### src/rtl/UART_MIKE_pkg.sv
// UART_MIKE_pkg: UART byte width, bridge command/response bytes and the
// bridge FSM state encoding.
package UART_MIKE_pkg;

  localparam int UART_DATA_WIDTH = 8;

  // Command bytes accepted at the start of a frame
  localparam logic [UART_DATA_WIDTH-1:0] CMD_WRITE   = 8'h57;  // 'W'
  localparam logic [UART_DATA_WIDTH-1:0] CMD_READ    = 8'h52;  // 'R'

  // Single-byte responses
  localparam logic [UART_DATA_WIDTH-1:0] RSP_OK      = 8'h4B;  // 'K'
  localparam logic [UART_DATA_WIDTH-1:0] RSP_BAD_CMD = 8'h3F;  // '?'
  localparam logic [UART_DATA_WIDTH-1:0] RSP_PARITY  = 8'h45;  // 'E'

  typedef enum logic [2:0] {
    IDLE,
    CMD_ADDR,
    CMD_DATA,
    MMIO_WR,
    MMIO_RD,
    TX_LOAD,
    TX_WAIT
  } bridge_state_e;

endpackage : UART_MIKE_pkg

### src/rtl/risc_v_mike_pkg.sv
// risc_v_mike_pkg: shared bus widths for the MMIO fabric.
package risc_v_mike_pkg;

  localparam int ADDRESS_32_W = 32;
  localparam int DATA_32_W    = 32;

endpackage : risc_v_mike_pkg

### src/rtl/uart_mmio_bridge.sv
// uart_mmio_bridge: turns UART byte frames into single 32-bit MMIO accesses.
// Frame: command byte, 4 address bytes LSB first, then 4 data bytes LSB first
// for writes. Writes answer 'K', reads answer the 4 read bytes LSB first,
// unknown commands answer '?', parity errors answer 'E'.
// Optional feature: define UART_BRIDGE_TIMEOUT_EN to drop a partial frame
// after TIMEOUT_CYCLES clocks without a received byte.
module uart_mmio_bridge
  import UART_MIKE_pkg::*;
  import risc_v_mike_pkg::*;
#(
  parameter int unsigned TIMEOUT_CYCLES = 1_000_000
) (
  input  logic                       clk,
  input  logic                       rst,
  input  logic [UART_DATA_WIDTH-1:0] rx_data,
  input  logic                       rx_flag,
  input  logic                       parity_error,
  output logic                       rx_flag_clr,
  output logic [UART_DATA_WIDTH-1:0] tx_data,
  output logic                       tx_send,
  input  logic                       tx_flag,
  output logic                       tx_flag_clr,
  output logic [ADDRESS_32_W-1:0]    data_mmio_addr,
  output logic                       data_mmio_wr_addr_val,
  output logic [DATA_32_W-1:0]       data_mmio_wr_data,
  input  logic [DATA_32_W-1:0]       data_mmio_rd_data,
  output logic                       busy
);

  localparam logic [1:0] LAST_FIELD_BYTE = 2'd3;

  bridge_state_e               state_q, state_d;
  logic                        is_write_q;
  logic [1:0]                  byte_cnt_q;
  logic [ADDRESS_32_W-1:0]     addr_q;
  logic [DATA_32_W-1:0]        data_q;
  logic [DATA_32_W-1:0]        txq_q;      // response bytes, next byte in [7:0]
  logic [2:0]                  tx_left_q;  // response bytes not yet acknowledged
  logic                        rx_skip_q;  // cycle after an accept: rx_flag is stale
  logic                        rd_wait_q;  // second MMIO_RD cycle: read data valid

  logic                        rx_ready;
  logic                        accept, shift_addr, shift_data;
  logic                        load_rsp, load_rd;
  logic [UART_DATA_WIDTH-1:0]  rsp_byte;
  logic                        send_c, flag_clr_c, wr_c;
  logic                        timeout_hit;

  assign rx_ready = rx_flag && !rx_skip_q;

`ifdef UART_BRIDGE_TIMEOUT_EN
  localparam int TW = $clog2(TIMEOUT_CYCLES + 1);
  logic [TW-1:0] gap_cnt_q;

  assign timeout_hit = (gap_cnt_q == TW'(TIMEOUT_CYCLES - 1));

  // Count byte-free cycles while a frame is being assembled
  always_ff @(posedge clk) begin
    if (rst || accept || !(state_q inside {CMD_ADDR, CMD_DATA})) gap_cnt_q <= '0;
    else                                                         gap_cnt_q <= gap_cnt_q + 1'b1;
  end
`else
  // Timeout not built; the parameter stays for interface compatibility
  localparam int unsigned timeout_unused = TIMEOUT_CYCLES;
  assign timeout_hit = 1'b0;
`endif

  // Next-state and per-cycle strobes
  always_comb begin
    // NOTE: every signal gets a default first so no path can infer a latch.
    state_d    = state_q;
    accept     = 1'b0;
    shift_addr = 1'b0;
    shift_data = 1'b0;
    load_rsp   = 1'b0;
    load_rd    = 1'b0;
    rsp_byte   = '0;
    send_c     = 1'b0;
    flag_clr_c = 1'b0;
    wr_c       = 1'b0;
    unique case (state_q)
      IDLE: begin
        if (rx_ready) begin
          accept = 1'b1;
          if (parity_error) begin
            load_rsp = 1'b1;
            rsp_byte = RSP_PARITY;
            state_d  = TX_LOAD;
          end else if (rx_data == CMD_WRITE || rx_data == CMD_READ) begin
            state_d = CMD_ADDR;
          end else begin
            load_rsp = 1'b1;
            rsp_byte = RSP_BAD_CMD;
            state_d  = TX_LOAD;
          end
        end
      end
      CMD_ADDR, CMD_DATA: begin
        if (rx_ready) begin
          accept = 1'b1;
          if (parity_error) begin
            load_rsp = 1'b1;
            rsp_byte = RSP_PARITY;
            state_d  = TX_LOAD;
          end else if (state_q == CMD_ADDR) begin
            shift_addr = 1'b1;
            if (byte_cnt_q == LAST_FIELD_BYTE) state_d = is_write_q ? CMD_DATA : MMIO_RD;
          end else begin
            shift_data = 1'b1;
            if (byte_cnt_q == LAST_FIELD_BYTE) state_d = MMIO_WR;
          end
        end else if (timeout_hit) begin
          state_d = IDLE;
        end
      end
      MMIO_WR: begin
        wr_c     = 1'b1;
        load_rsp = 1'b1;
        rsp_byte = RSP_OK;
        state_d  = TX_LOAD;
      end
      MMIO_RD: begin
        if (rd_wait_q) begin
          load_rd = 1'b1;
          state_d = TX_LOAD;
        end
      end
      TX_LOAD: begin
        send_c  = 1'b1;
        state_d = TX_WAIT;
      end
      TX_WAIT: begin
        if (tx_flag) begin
          flag_clr_c = 1'b1;
          state_d    = (tx_left_q > 3'd1) ? TX_LOAD : IDLE;
        end
      end
      default: state_d = IDLE;
    endcase
  end

  // State register
  always_ff @(posedge clk) begin
    // NOTE: non-blocking assignments make every register see pre-edge values.
    if (rst) state_q <= IDLE;
    else     state_q <= state_d;
  end

  // Frame assembler: command flag, byte counter, address and data shifters
  always_ff @(posedge clk) begin
    if (rst) begin
      is_write_q <= 1'b0;
      byte_cnt_q <= '0;
      addr_q     <= '0;
      data_q     <= '0;
      rx_skip_q  <= 1'b0;
      rd_wait_q  <= 1'b0;
    end else begin
      rx_skip_q <= accept;
      rd_wait_q <= (state_q == MMIO_RD) && !rd_wait_q;
      if (state_q == IDLE && accept) is_write_q <= (rx_data == CMD_WRITE);
      if (state_q == IDLE)                byte_cnt_q <= '0;
      else if (shift_addr || shift_data)  byte_cnt_q <= byte_cnt_q + 2'd1;
      if (shift_addr) addr_q <= {rx_data, addr_q[ADDRESS_32_W-1:UART_DATA_WIDTH]};
      if (shift_data) data_q <= {rx_data, data_q[DATA_32_W-1:UART_DATA_WIDTH]};
    end
  end

  // Response queue: loaded once per frame, shifted as each byte is acknowledged
  always_ff @(posedge clk) begin
    if (rst) begin
      txq_q     <= '0;
      tx_left_q <= '0;
    end else if (load_rsp) begin
      txq_q     <= DATA_32_W'(rsp_byte);
      tx_left_q <= 3'd1;
    end else if (load_rd) begin
      txq_q     <= data_mmio_rd_data;
      tx_left_q <= 3'd4;
    end else if (flag_clr_c) begin
      txq_q     <= txq_q >> UART_DATA_WIDTH;
      tx_left_q <= tx_left_q - 3'd1;
    end
  end

  // Outputs are forced low while reset is asserted
  assign rx_flag_clr           = accept && !rst;
  assign tx_send               = send_c && !rst;
  assign tx_flag_clr           = flag_clr_c && !rst;
  assign data_mmio_wr_addr_val = wr_c && !rst;
  assign busy                  = (state_q != IDLE) && !rst;
  assign data_mmio_addr        = rst ? '0 : addr_q;
  assign data_mmio_wr_data     = rst ? '0 : data_q;
  assign tx_data               = rst ? '0 : txq_q[UART_DATA_WIDTH-1:0];

endmodule : uart_mmio_bridge

### config.mk
export PLATFORM = sky130hd
export DESIGN_NAME = uart_mmio_bridge
export DESIGN_NICKNAME = d
export VERILOG_FILES = /design/src/rtl/UART_MIKE_pkg.sv /design/src/rtl/risc_v_mike_pkg.sv /design/src/rtl/uart_mmio_bridge.sv
export SDC_FILE = /design/constraint.sdc
export NUM_CORES = 1
export LEC_CHECK = 0
export BUFFER_PORTS_ARGS = -buffer_cell sky130_fd_sc_hd__buf_2
export CAP_MARGIN = 40
export CORE_ASPECT_RATIO = 0.75
export CORE_MARGIN = 2
export CORE_UTILIZATION = 57
export CTS_CLUSTER_DIAMETER = 200
export DETAILED_ROUTE_END_ITERATION = 7
export PLACE_DENSITY = 0.86
export SKIP_LAST_GASP = 1
export SLEW_MARGIN = 20
export SYNTH_ARGS = -nofsm -noshare
export SYNTH_HDL_FRONTEND = slang
export SYNTH_SLANG_ARGS = --single-unit
### constraint.sdc
create_clock -name clk -period 5.6 [get_ports clk]
set_clock_uncertainty 0.15 [all_clocks]
set_input_delay 0.56 -clock clk [delete_from_list [all_inputs] [get_ports clk]]
set_output_delay 0.56 -clock clk [all_outputs]
set_load 0.03 [all_outputs]
==> results of run 1 <==
cell usage in the layout, fill, tap and decap left out, types with 6 or more instances in the layout:
master	n
a222oi_1	19
a22oi_1	8
clkbuf_8	9
nor3_1	6
nor2b_1	71
o22a_1	25
buf_2	120
dfxtp_1	107
a21oi_1	45
inv_1	9
o21ai_0	9
nor2_1	36
nand2_1	84
metal layers:
metal	routed length, um	vias up
li1	-	2075
met3	905	15
met1	5110	1978
met5	0	-
met2	4980	171
met4	123	0
per-stage QoR:
step | hold slack [ns] | power [mW] | utilization (%) | cell area, sq um
6_report | 0.271 | 1.79 | 69.1 | 5440
5_1_grt | 0.270 | 1.87 | 69.1 | 5440
4_1_cts | 0.261 | 1.77 | 68.9 | 5430
3_5_place_dp | 0.293 | 1.33 | 66.6 | 5250
3_3_place_gp | 0.287 | 1.31 | 66.4 | 5230
2_1_floorplan | 0.282 | 1.22 | - | 4640
worst max path at each step:
stage                     slack (ns)               endpoint  startpoint
after global placement          2.90               txq_q[2]  state_q[1]
after floorplan                 2.95                tx_send         rst
after detailed placement        2.86  data_mmio_wr_data[26]         rst
after CTS                       2.80                tx_send  state_q[0]
final                           2.69                tx_send  state_q[0]
after global routing            2.63                tx_send  state_q[0]
power breakdown:
group	internal [mW]	total, mW	switching, mW
registers	0.820	0.893	0.0731
clock network	0.170	0.449	0.279
logic	0.172	0.444	0.272
worst max-delay path, cell delays in order, from the launching register on:
cell	delay (ns)
dfxtp_1	0.76
clkinv_1	0.44
nor3_1	0.37
buf_2	0.26
sequential cells by signal (all words and copies together) (netlist names), 2 cells and up:
register	count
addr_q	32
byte_cnt_q	2
txq_q	32
data_q	32
state_q	3
tx_left_q	3
cells in the mapped netlist, types with 3 or more instances:
cell / count
o22ai_1: 5
inv_1: 9
ha_1: 3
mux2_2: 4
o22a_1: 25
o21ai_0: 9
nand2b_1: 5
a31oi_1: 3
buf_1: 5
a21oi_1: 45
nor2b_1: 71
nor3_1: 6
clkbuf_1: 29
a22oi_1: 8
a21boi_0: 3
dfxtp_1: 107
a222oi_1: 19
a211oi_1: 5
nand2_1: 84
buf_2: 10
o221ai_1: 3
nand3_1: 3
nor2_1: 37
final cells by class:
cell class	count	share of cell area, %
multi-input cells	376	41.9
inverters	10	0.689
clock buffers	9	2.28
repair buffers	127	12.3
flip-flops and latches	107	39.3
clock inverters	7	1.08
well taps	105	2.41
cell families after synthesis:
family	after synthesis	share of synthesized area, %
AOI/OAI and AO/OA	139	21.4
muxes	6	1.40
buffers and inverters	56	5.12
adders and majority gates	3	0.808
DFF	107	46.1
and+or+nand+nor	227	24.9
xor gates and xnor gates	1	0.189
==> metrics.md, run 1 <==
| Metric | Value |
|---|---|
| Status | `complete, no violations` |
| Die Span X | `108 um` |
| Global-route wire length before repair | `17400 um` |
| Worst-margin pin slew | `0.849 ns` |
| Warnings from Yosys | `0` |
| Port-buffer cells | `~120` |
| Final WL | `around 11000 um` |
| Met1 usage | `35.7%` |
| Hold path depth | `3` |
| Largest area contributor in the netlist | `dfxtp_1` |
| Synth Flop Type | `dfxtp_1` |
| CP max FO | `20` |
| Path type of the worst setup path | `reg -> out` |
| Core Region | `around 0.0079 sq mm` |
| Synth Net Count | `587` |
| Clk Latency, worst-skew pair | `0.37 ns` |
| Final setup vio count | `0` |
| Pleak | `2.31 nW` |
| Synth Register Bits | `about 110` |
| DRC | `0` |
| R2R Path Start | `state_q[0]` |
| Vias | `4239` |
| Vias in the first global route | `around 3.6k` |
| EDFF count, synth | `0` |
| CTS buffer count | `9` |
| Critical Path Start Type | `flop` |
| Final worst setup slack | `2.69 ns` |
| Placed Cells | `724` |
| Ant. Diodes | `0` |
| Clk buf depth | `2` |
| DRT Pass-1 Iters | `8` |
| RD Place Congestion | `0.967` |
| M3 GR Usage | `a little under 7%` |
| Met2 GRT Util | `36.5%` |
| R2r setup slk | `about 2.9 ns` |
| Slew Limit Fails | `0` |
| Post-DRT Antenna Nets | `0` |
| Unrepaired setup endpoints after global routing | `no` |
| Multi-input gate area | `0.00228 sq mm` |
| Crit share post-route | `51.9%` |
| I/O Pins | `122` |
| Most Used Layer, Global Route | `met2` |
| Synth top area share | `46.1%` |
| Cts repair resizes | `0` |
| Sequential area share after synthesis | `46.1%` |
| Post-CTS Hold Buffers | `0` |
| Clk slew on worst S/H paths | `0.11 ns` |
| Reg area | `0.00214 sq mm` |
| TNS Setup | `0 ns` |
| CP Data Required Time | `4.89 ns` |
| Mapped cell area | `between 0.004 and 0.005 sq mm` |
| Max rail drop VDD | `206 uV` |
| CP arrival | `2.20 ns` |
| Avg Cell Area, Syn | `8.62 sq um` |
| Cell Count, Final, Fillers Out | `741` |
| DIE HEIGHT | `roughly 80 um` |
| Detailed Place HPWL | `7480 um` |
| Starting DRT DRC Count | `579` |
| Critical hold path startpoint | `data_mmio_rd_data[27]` |
| GR Overflow Total | `0` |
| R2r endpoint | `addr_q[31]` |
| CTS tree | `done` |
| DR WL/cell | `15.0 um` |
| Min-Delay Path Class | `in -> reg` |
| DR vias/cell | `around 5.7` |
| Post-Syn Instances | `539` |
| Synth async-reset ratio | `0%` |
| Largest net degree at the start of global routing | `77` |
| Worst Hold End | `txq_q[27]` |
| Die area | `0.00889 sq mm` |
| Share of cells above drive strength 1 | `24.4%` |
| Minimum clock period after layout | `approximately 2.9 ns` |
| F_max | `around 340 MHz` |
| Fillers | `623` |
| Starting Density | `58.9%` |
| Top post-synthesis cells by area | `dfxtp_1, nor2b_1, nand2_1` |
| Clock sinks | `107` |
| H-Tree Depth | `3` |
| FF-to-FF path depth | `5` |
| Syn-to-layout area delta | `17.2%` |
| Setup WS pre-CTS | `between 2 and 3 ns` |
| Synth unique cells | `between 50 and 60` |
| Power per cell area | `328 mW/mm^2` |
| Worst setup EP type | `output pin` |
| Root Driver | `clkbuf_8` |
| Total GRT Usage | `between 20% and 30%` |
| Nets | `approximately 680` |
| Antenna violations before repair | `0` |
| Final Hold Vio Count | `0` |
| Worst slew margin | `43.3%` |
| Postcts setup bufs | `0` |
| Row count | `28` |
| Max-cap viol count | `0` |
Note: power is estimated with default switching activity, not from simulation.
==> run 2: changes to the inputs <==
Settings changed: CORE_UTILIZATION 57 to 47, PLACE_DENSITY 0.86 to 0.76.
Clock period 5.6 ns to 2.5 ns, I/O delays scaled along.
==> run 2 against run 1 <==
  * Design area rose by 6.0%
  * The run now ends with design-rule violations left
  * Routed wire length rose by 6.0%
  * Utilization fell by 9.1 points
  * Clock power rose to 3.7 times the previous value
  * Critical endpoint is now data_q[14]
  * Combinational power rose to 2.6 times the previous value
  * Count of clock-buffer cells in the layout rose by 2
==> metrics.md, run 2 (synthesized netlist as in run 1, its figures left out) <==
| Metric | Value |
|---|---|
| Final WL | `11800 um (+6.0%)` |
| R2R Path Start | `state_q[2]` |
| Placed Cells | `762 (+5.2%)` |
| Antenna violations before repair | `0 (unchanged)` |
| Share of cells above drive strength 1 | `25.4% (+1.0 points)` |
| Path type of the worst setup path | `reg -> reg` |
| Die area | `0.0107 sq mm (+20%)` |
| Worst Hold End | `txq_q[24]` |
| Post-DRT Antenna Nets | `0 (unchanged)` |
| Unrepaired setup endpoints after global routing | `no` |
| Row count | `31 (+11%)` |
| Worst-margin pin slew | `0.596 ns (-0.253 ns)` |
| Failing checks | `design-rule violations` |
| Global-route wire length before repair | `19700 um (+13%)` |
| DIE HEIGHT | `90.1 um (+9.6%)` |
| Fillers | `904 (+45%)` |
| F_max | `456 MHz` |
| Root Driver | `clkbuf_16` |
| Max rail drop VDD | `527 uV (+160%)` |
| Clock sinks | `107 (unchanged)` |
| R2r setup slk | `0.31 ns (-2.63 ns)` |
| GR Overflow Total | `0 (unchanged)` |
| Final setup vio count | `0 (unchanged)` |
| Vias | `4214 (-0.59%)` |
| Critical-path top delay cell | `or4b_1` |
| Clk Latency, worst-skew pair | `0.34 ns (-0.03 ns)` |
| Power per cell area | `820 mW/mm^2 (+150%)` |
| Detailed Place HPWL | `8170 um (+9.2%)` |
| Critical path cell sequence | `buf_4 -> or4b_1 -> nor2_2 -> buf_4 -> nand2_1 -> a21oi_1` |
| Vias in the first global route | `4148 (+15%)` |
| Cell Count, Final, Fillers Out | `782 (+5.5%)` |
| DR WL/cell | `15.1 um (+0.47%)` |
| Slew Limit Fails | `0 (unchanged)` |
| Starting DRT DRC Count | `268 (-54%)` |
| Pleak | `2.46 nW (+6.3%)` |
| Worst setup EP type | `flop` |
| DR vias/cell | `5.39 (-5.8%)` |
| TNS Setup | `0 ns (unchanged)` |
| Ant. Diodes | `0 (unchanged)` |
| RD Place Congestion | `0.881 (-8.9%)` |
| CP Data Required Time | `2.62 ns (-2.27 ns)` |
| Critical hold path startpoint | `data_mmio_rd_data[24]` |
| Worst slew margin | `60.0% (+17 points)` |
| FF-to-FF path depth | `6 (+1)` |
| DRC | `2 (+2)` |
| CTS buffer count | `9 (unchanged)` |
| DRT Pass-1 Iters | `8 (unchanged)` |
| Cell mode on critical path | `buf_4` |
| Nets | `693 (+2.1%)` |
| Largest regs | `addr_q (32), data_q (32), txq_q (32)` |
| CTS tree | `done` |
| Met1 usage | `29.5% (-6.1 points)` |
| Critical Path Start Type | `flop` |
| Hold path depth | `3 (unchanged)` |
| R2r endpoint | `data_q[14]` |
| Total GRT Usage | `22.3% (-2.3 points)` |
| Crit-path max cell delay | `0.58 ns (-0.18 ns)` |
| Die Span X | `119 um (+9.8%)` |
| CP max FO | `15 (-25%)` |
| Clk slew on worst S/H paths | `0.07 ns (-0.04 ns)` |
| Most Used Layer, Global Route | `met2` |
| Largest net degree at the start of global routing | `55 (-29%)` |
| Minimum clock period after layout | `between 2 and 2.5 ns` |
| I/O Pins | `122 (unchanged)` |
| Clk buf depth | `2 (unchanged)` |
| Postcts setup bufs | `0 (unchanged)` |
| Final Hold Vio Count | `0 (unchanged)` |
| Starting Density | `48.3% (-11 points)` |
| Min-Delay Path Class | `in -> reg` |
| M3 GR Usage | `6.41% (-0.50 points)` |
| Core Region | `0.00962 sq mm (+22%)` |
| Port-buffer cells | `121 (unchanged)` |
| CP arrival | `2.31 ns (+0.11 ns)` |
| Most common cell after layout, fill and taps aside | `buf_2` |
| Hold_ws | `0.00718 ns (-0.264 ns)` |
| Syn-to-layout area delta | `24.2%` |
| Max-cap viol count | `0 (unchanged)` |
| Crit share post-route | `87.7%` |
| Status | `finished with violations` |
| Met2 GRT Util | `35.8% (-0.72 points)` |
| H-Tree Depth | `3 (unchanged)` |
| Commonest cells after routing, fill and taps aside | `buf_2, dfxtp_1, nand2_1, nor2b_1, a21oi_1` |
## run 2: how the worst max path moves through the flow
stage / endpoint / from / cells past startpoint
3_3_place_gp: byte_cnt_q[1] / state_q[2] / 5
2_1_floorplan: tx_send / rst / 4
3_5_place_dp: data_q[2] / state_q[2] / 6
6_report: data_q[14] / state_q[2] / 6
4_1_cts: data_q[14] / state_q[2] / 6
5_1_grt: data_q[5] / state_q[2] / 6
## run 2: per-layer routing
layer / wire length, um / vias up
li1: - / 2103
met1: 5530 / 1985
met2: 5340 / 114
met3: 830 / 12
met4: 95 / 0
met5: 0 / -
## run 2: final cells by class
type                       count  area (sq um)  share of cell area, %
clock buffer                  11           253                   4.38
inverter                      10          37.5                  0.651
timing repair buffer         141           781                   13.5
tap                          132           165                   2.86
multi-input combinational    376          2280                   39.6
sequential                   107          2140                   37.1
clock inverter                 5           108                   1.87
## run 2: what timing repair did
| action | 4_1_cts | 5_1_grt |
|---|---|---|
| hold endpoints to repair | 4 | 0 |
| resized for setup | 0 | 0 |
| hold buffers | 4 | 0 |
## run 2: per-stage QoR
step / area [sq um] / utilization (%) / setup slack (ns) / power, mW
final: 5770 / 60.0 / 0.308 / 4.73
after global routing: 5770 / 60.0 / 0.170 / 4.92
after CTS: 5770 / 60.0 / 0.312 / 4.74
after detailed placement: 5370 / 55.8 / 0.339 / 3.07
after global placement: 5370 / 55.8 / 0.404 / 3.04
after floorplan: 4640 / - / 0.470 / 2.74
## run 2: worst max-delay path, delay by kind of cell, from the launching register on
kind	cells	cell delay, ns
flip-flops	1	0.32
AND/OR/NAND/NOR	3	1.07
AO/OA/AOI/OAI	1	0.13
buffers and inverters	2	0.45
## run 2: where the power goes
group          total (mW)  switching, mW  internal [mW]
logic                1.14          0.709          0.430
registers            1.92         0.0792           1.84
clock network        1.67          0.633           1.04
==> run 3: changes to the inputs <==
Settings changed: CORE_UTILIZATION 47 to 40, CTS_CLUSTER_SIZE set to 12, PLACE_DENSITY 0.76 to 0.67.
==> run 3 against run 2 <==
  * The run now ends clean
  * Worst setup slack worse by 0.11 ns
  * Final cell count up 1.5%
  * Critical path depth decreased by 2
  * Design area fell by 1.0%
  * Global-route usage decreased by 3.5 points
  * Fmax is 4.7% lower
  * Sequential share of layout area increased by 0.39 points
  * Power down 7.9%
  * Flip-flop and latch count unchanged
  * Sequential power barely moved
  * Register-to-register slack got worse by 0.11 ns
  * Critical endpoint is now addr_q[5]
  * Highest routed layer unchanged
==> metrics.md, run 3 (synthesized netlist as in run 1, its figures left out) <==
| Metric | Value |
|---|---|
| Worst-margin pin slew | `0.632 ns (+0.0363 ns)` |
| Ant. Diodes | `0 (unchanged)` |
| CP Data Required Time | `2.64 ns (+0.02 ns)` |
| I/O Pins | `122 (unchanged)` |
| Postcts setup bufs | `0 (unchanged)` |
| Clk Latency, worst-skew pair | `0.35 ns (about the same)` |
| Critical path cell sequence | `or4b_4 -> or3_1 -> nor2_8 -> o22a_1` |
| RD Place Congestion | `0.869 (-1.4%)` |
| Most common cell after layout, fill and taps aside | `buf_2` |
| CTS buffer count | `9 (unchanged)` |
| DR vias/cell | `5.39 (about the same)` |
| Status | `complete, no violations` |
| Row count | `34 (+9.7%)` |
| Core Region | `0.0114 sq mm (+19%)` |
| Pleak | `2.41 nW (-1.9%)` |
| Minimum clock period after layout | `2.30 ns (+0.108 ns)` |
| Port-buffer cells | `121 (unchanged)` |
| CP max FO | `25 (+10)` |
| Final Hold Vio Count | `0 (unchanged)` |
| DR WL/cell | `14.9 um (-1.3%)` |
| Clock sinks | `107 (unchanged)` |
| Met1 usage | `23.9% (-5.6 points)` |
| Max-cap viol count | `0 (unchanged)` |
| Antenna violations before repair | `0 (unchanged)` |
| Detailed Place HPWL | `8480 um (+3.8%)` |
| Die Span X | `128 um (+8.1%)` |
| Crit share post-route | `92.0% (+4.3 points)` |
| H-Tree Depth | `3 (unchanged)` |
| Path type of the worst setup path | `reg -> reg` |
| Starting Density | `40.6% (-7.7 points)` |
| Most Used Layer, Global Route | `met2` |
| CP arrival | `2.44 ns (+0.13 ns)` |
| Final WL | `11800 um (+0.26%)` |
| Clk buf depth | `2 (unchanged)` |
| Die area | `0.0125 sq mm (+17%)` |
| Power per cell area | `763 mW/mm^2 (-6.9%)` |
| Worst slew margin | `57.8% (-2.2 points)` |
| Vias in the first global route | `4040 (-2.6%)` |
| Met2 GRT Util | `31.5% (-4.4 points)` |
| Vias | `4277 (+1.5%)` |
| Min-Delay Path Class | `in -> reg` |
| Post-DRT Antenna Nets | `0 (unchanged)` |
| Worst setup EP type | `flop` |
| Crit-path max cell delay | `0.60 ns (+0.02 ns)` |
| Critical-path top delay cell | `or3_1` |
| Largest regs | `addr_q (32), data_q (32), txq_q (32)` |
| Share of cells above drive strength 1 | `25.1% (-0.31 points)` |
| Slew Limit Fails | `0 (unchanged)` |
| Design Area, Final | `0.00571 sq mm (-1.0%)` |
| Nets | `693 (unchanged)` |
| TNS Setup | `0 ns (unchanged)` |
| F_max | `435 MHz (-4.7%)` |
| Critical Path Start Type | `flop` |
| Syn-to-layout area delta | `22.9%` |
| Starting DRT DRC Count | `339 (+26%)` |
| GR Overflow Total | `0 (unchanged)` |
| M3 GR Usage | `4.41% (-2.0 points)` |
| CTS tree | `done` |
| DIE HEIGHT | `97.3 um (+8.0%)` |
| Post-DP Area | `0.00537 sq mm (unchanged)` |
| Total GRT Usage | `18.8% (-3.5 points)` |
| Unrepaired setup endpoints after global routing | `no` |
| Clk slew on worst S/H paths | `0.07 ns (about the same)` |
| Root Driver | `clkbuf_16` |
| DRT Pass-1 Iters | `8 (unchanged)` |
| Tot Pwr | `4.35 mW (-7.9%)` |
| Max rail drop VDD | `325 uV (-38%)` |
| Final setup vio count | `0 (unchanged)` |
| Commonest cells after routing, fill and taps aside | `buf_2, dfxtp_1, nand2_1, nor2b_1, a21oi_1` |
| DRC | `0 (-2)` |
| Global-route wire length before repair | `19100 um (-3.2%)` |
| Hold_ws | `0.00228 ns (-0.00490 ns)` |
| Largest net degree at the start of global routing | `48 (-13%)` |
[run 3: routing by layer]
metal	vias to the layer above	share of wire (%)	wire length, um
met5	-	0	0
met4	0	1.3	159
met3	15	5.4	636
met2	117	49	5780
met1	2040	44	5250
li1	2105	-	-
[run 3: area by class of cell]
class	count	area, sq um
Fill cell	1090	5740
Clock buffer	10	239
Tap cell	144	180
Inverter	10	37.5
Multi-Input combinational cell	376	2280
Sequential cell	107	2140
Clock inverter	6	41.3
Timing Repair Buffer	141	786
[run 3: what timing repair did]
| action | in CTS | in global routing |
|---|---|---|
| resized for setup | 0 | 0 |
| hold endpoints to repair | 6 | 0 |
| hold buffers | 6 | 0 |
[run 3: critical path: cells and delay by family, from the launching register on]
kind               cells  cell delay [ns]
AOI/OAI and AO/OA      1             0.21
and+or+nand+nor        3             1.57
DFF                    1             0.31
[run 3: power by group]
part / leakage (nW) / switching (mW) / internal (mW)
logic: 1.41 / 0.689 / 0.422
clock network: 0.130 / 0.630 / 0.701
registers: 0.865 / 0.0742 / 1.84
total: 2.41 / 1.39 / 2.96
[run 3: final timing paths]
check,startpoint,to,slack [ns],cells after the start
setup / recovery,state_q[2],addr_q[5],0.20,4
hold / removal,data_mmio_rd_data[26],txq_q[26],0.002,3
setup reg to reg,state_q[2],addr_q[5],0.20,4
hold reg to reg,data_q[7],data_q[7],0.31,2
[run 3: metrics by stage]
step	std cells	setup slack, ns	util, %
4_1_cts	794	0.184	49.9
5_1_grt	794	0.0709	49.9
2_1_floorplan	539	0.470	-
3_3_place_gp	772	0.277	46.9
6_report	794	0.200	49.9
3_5_place_dp	772	0.198	46.9
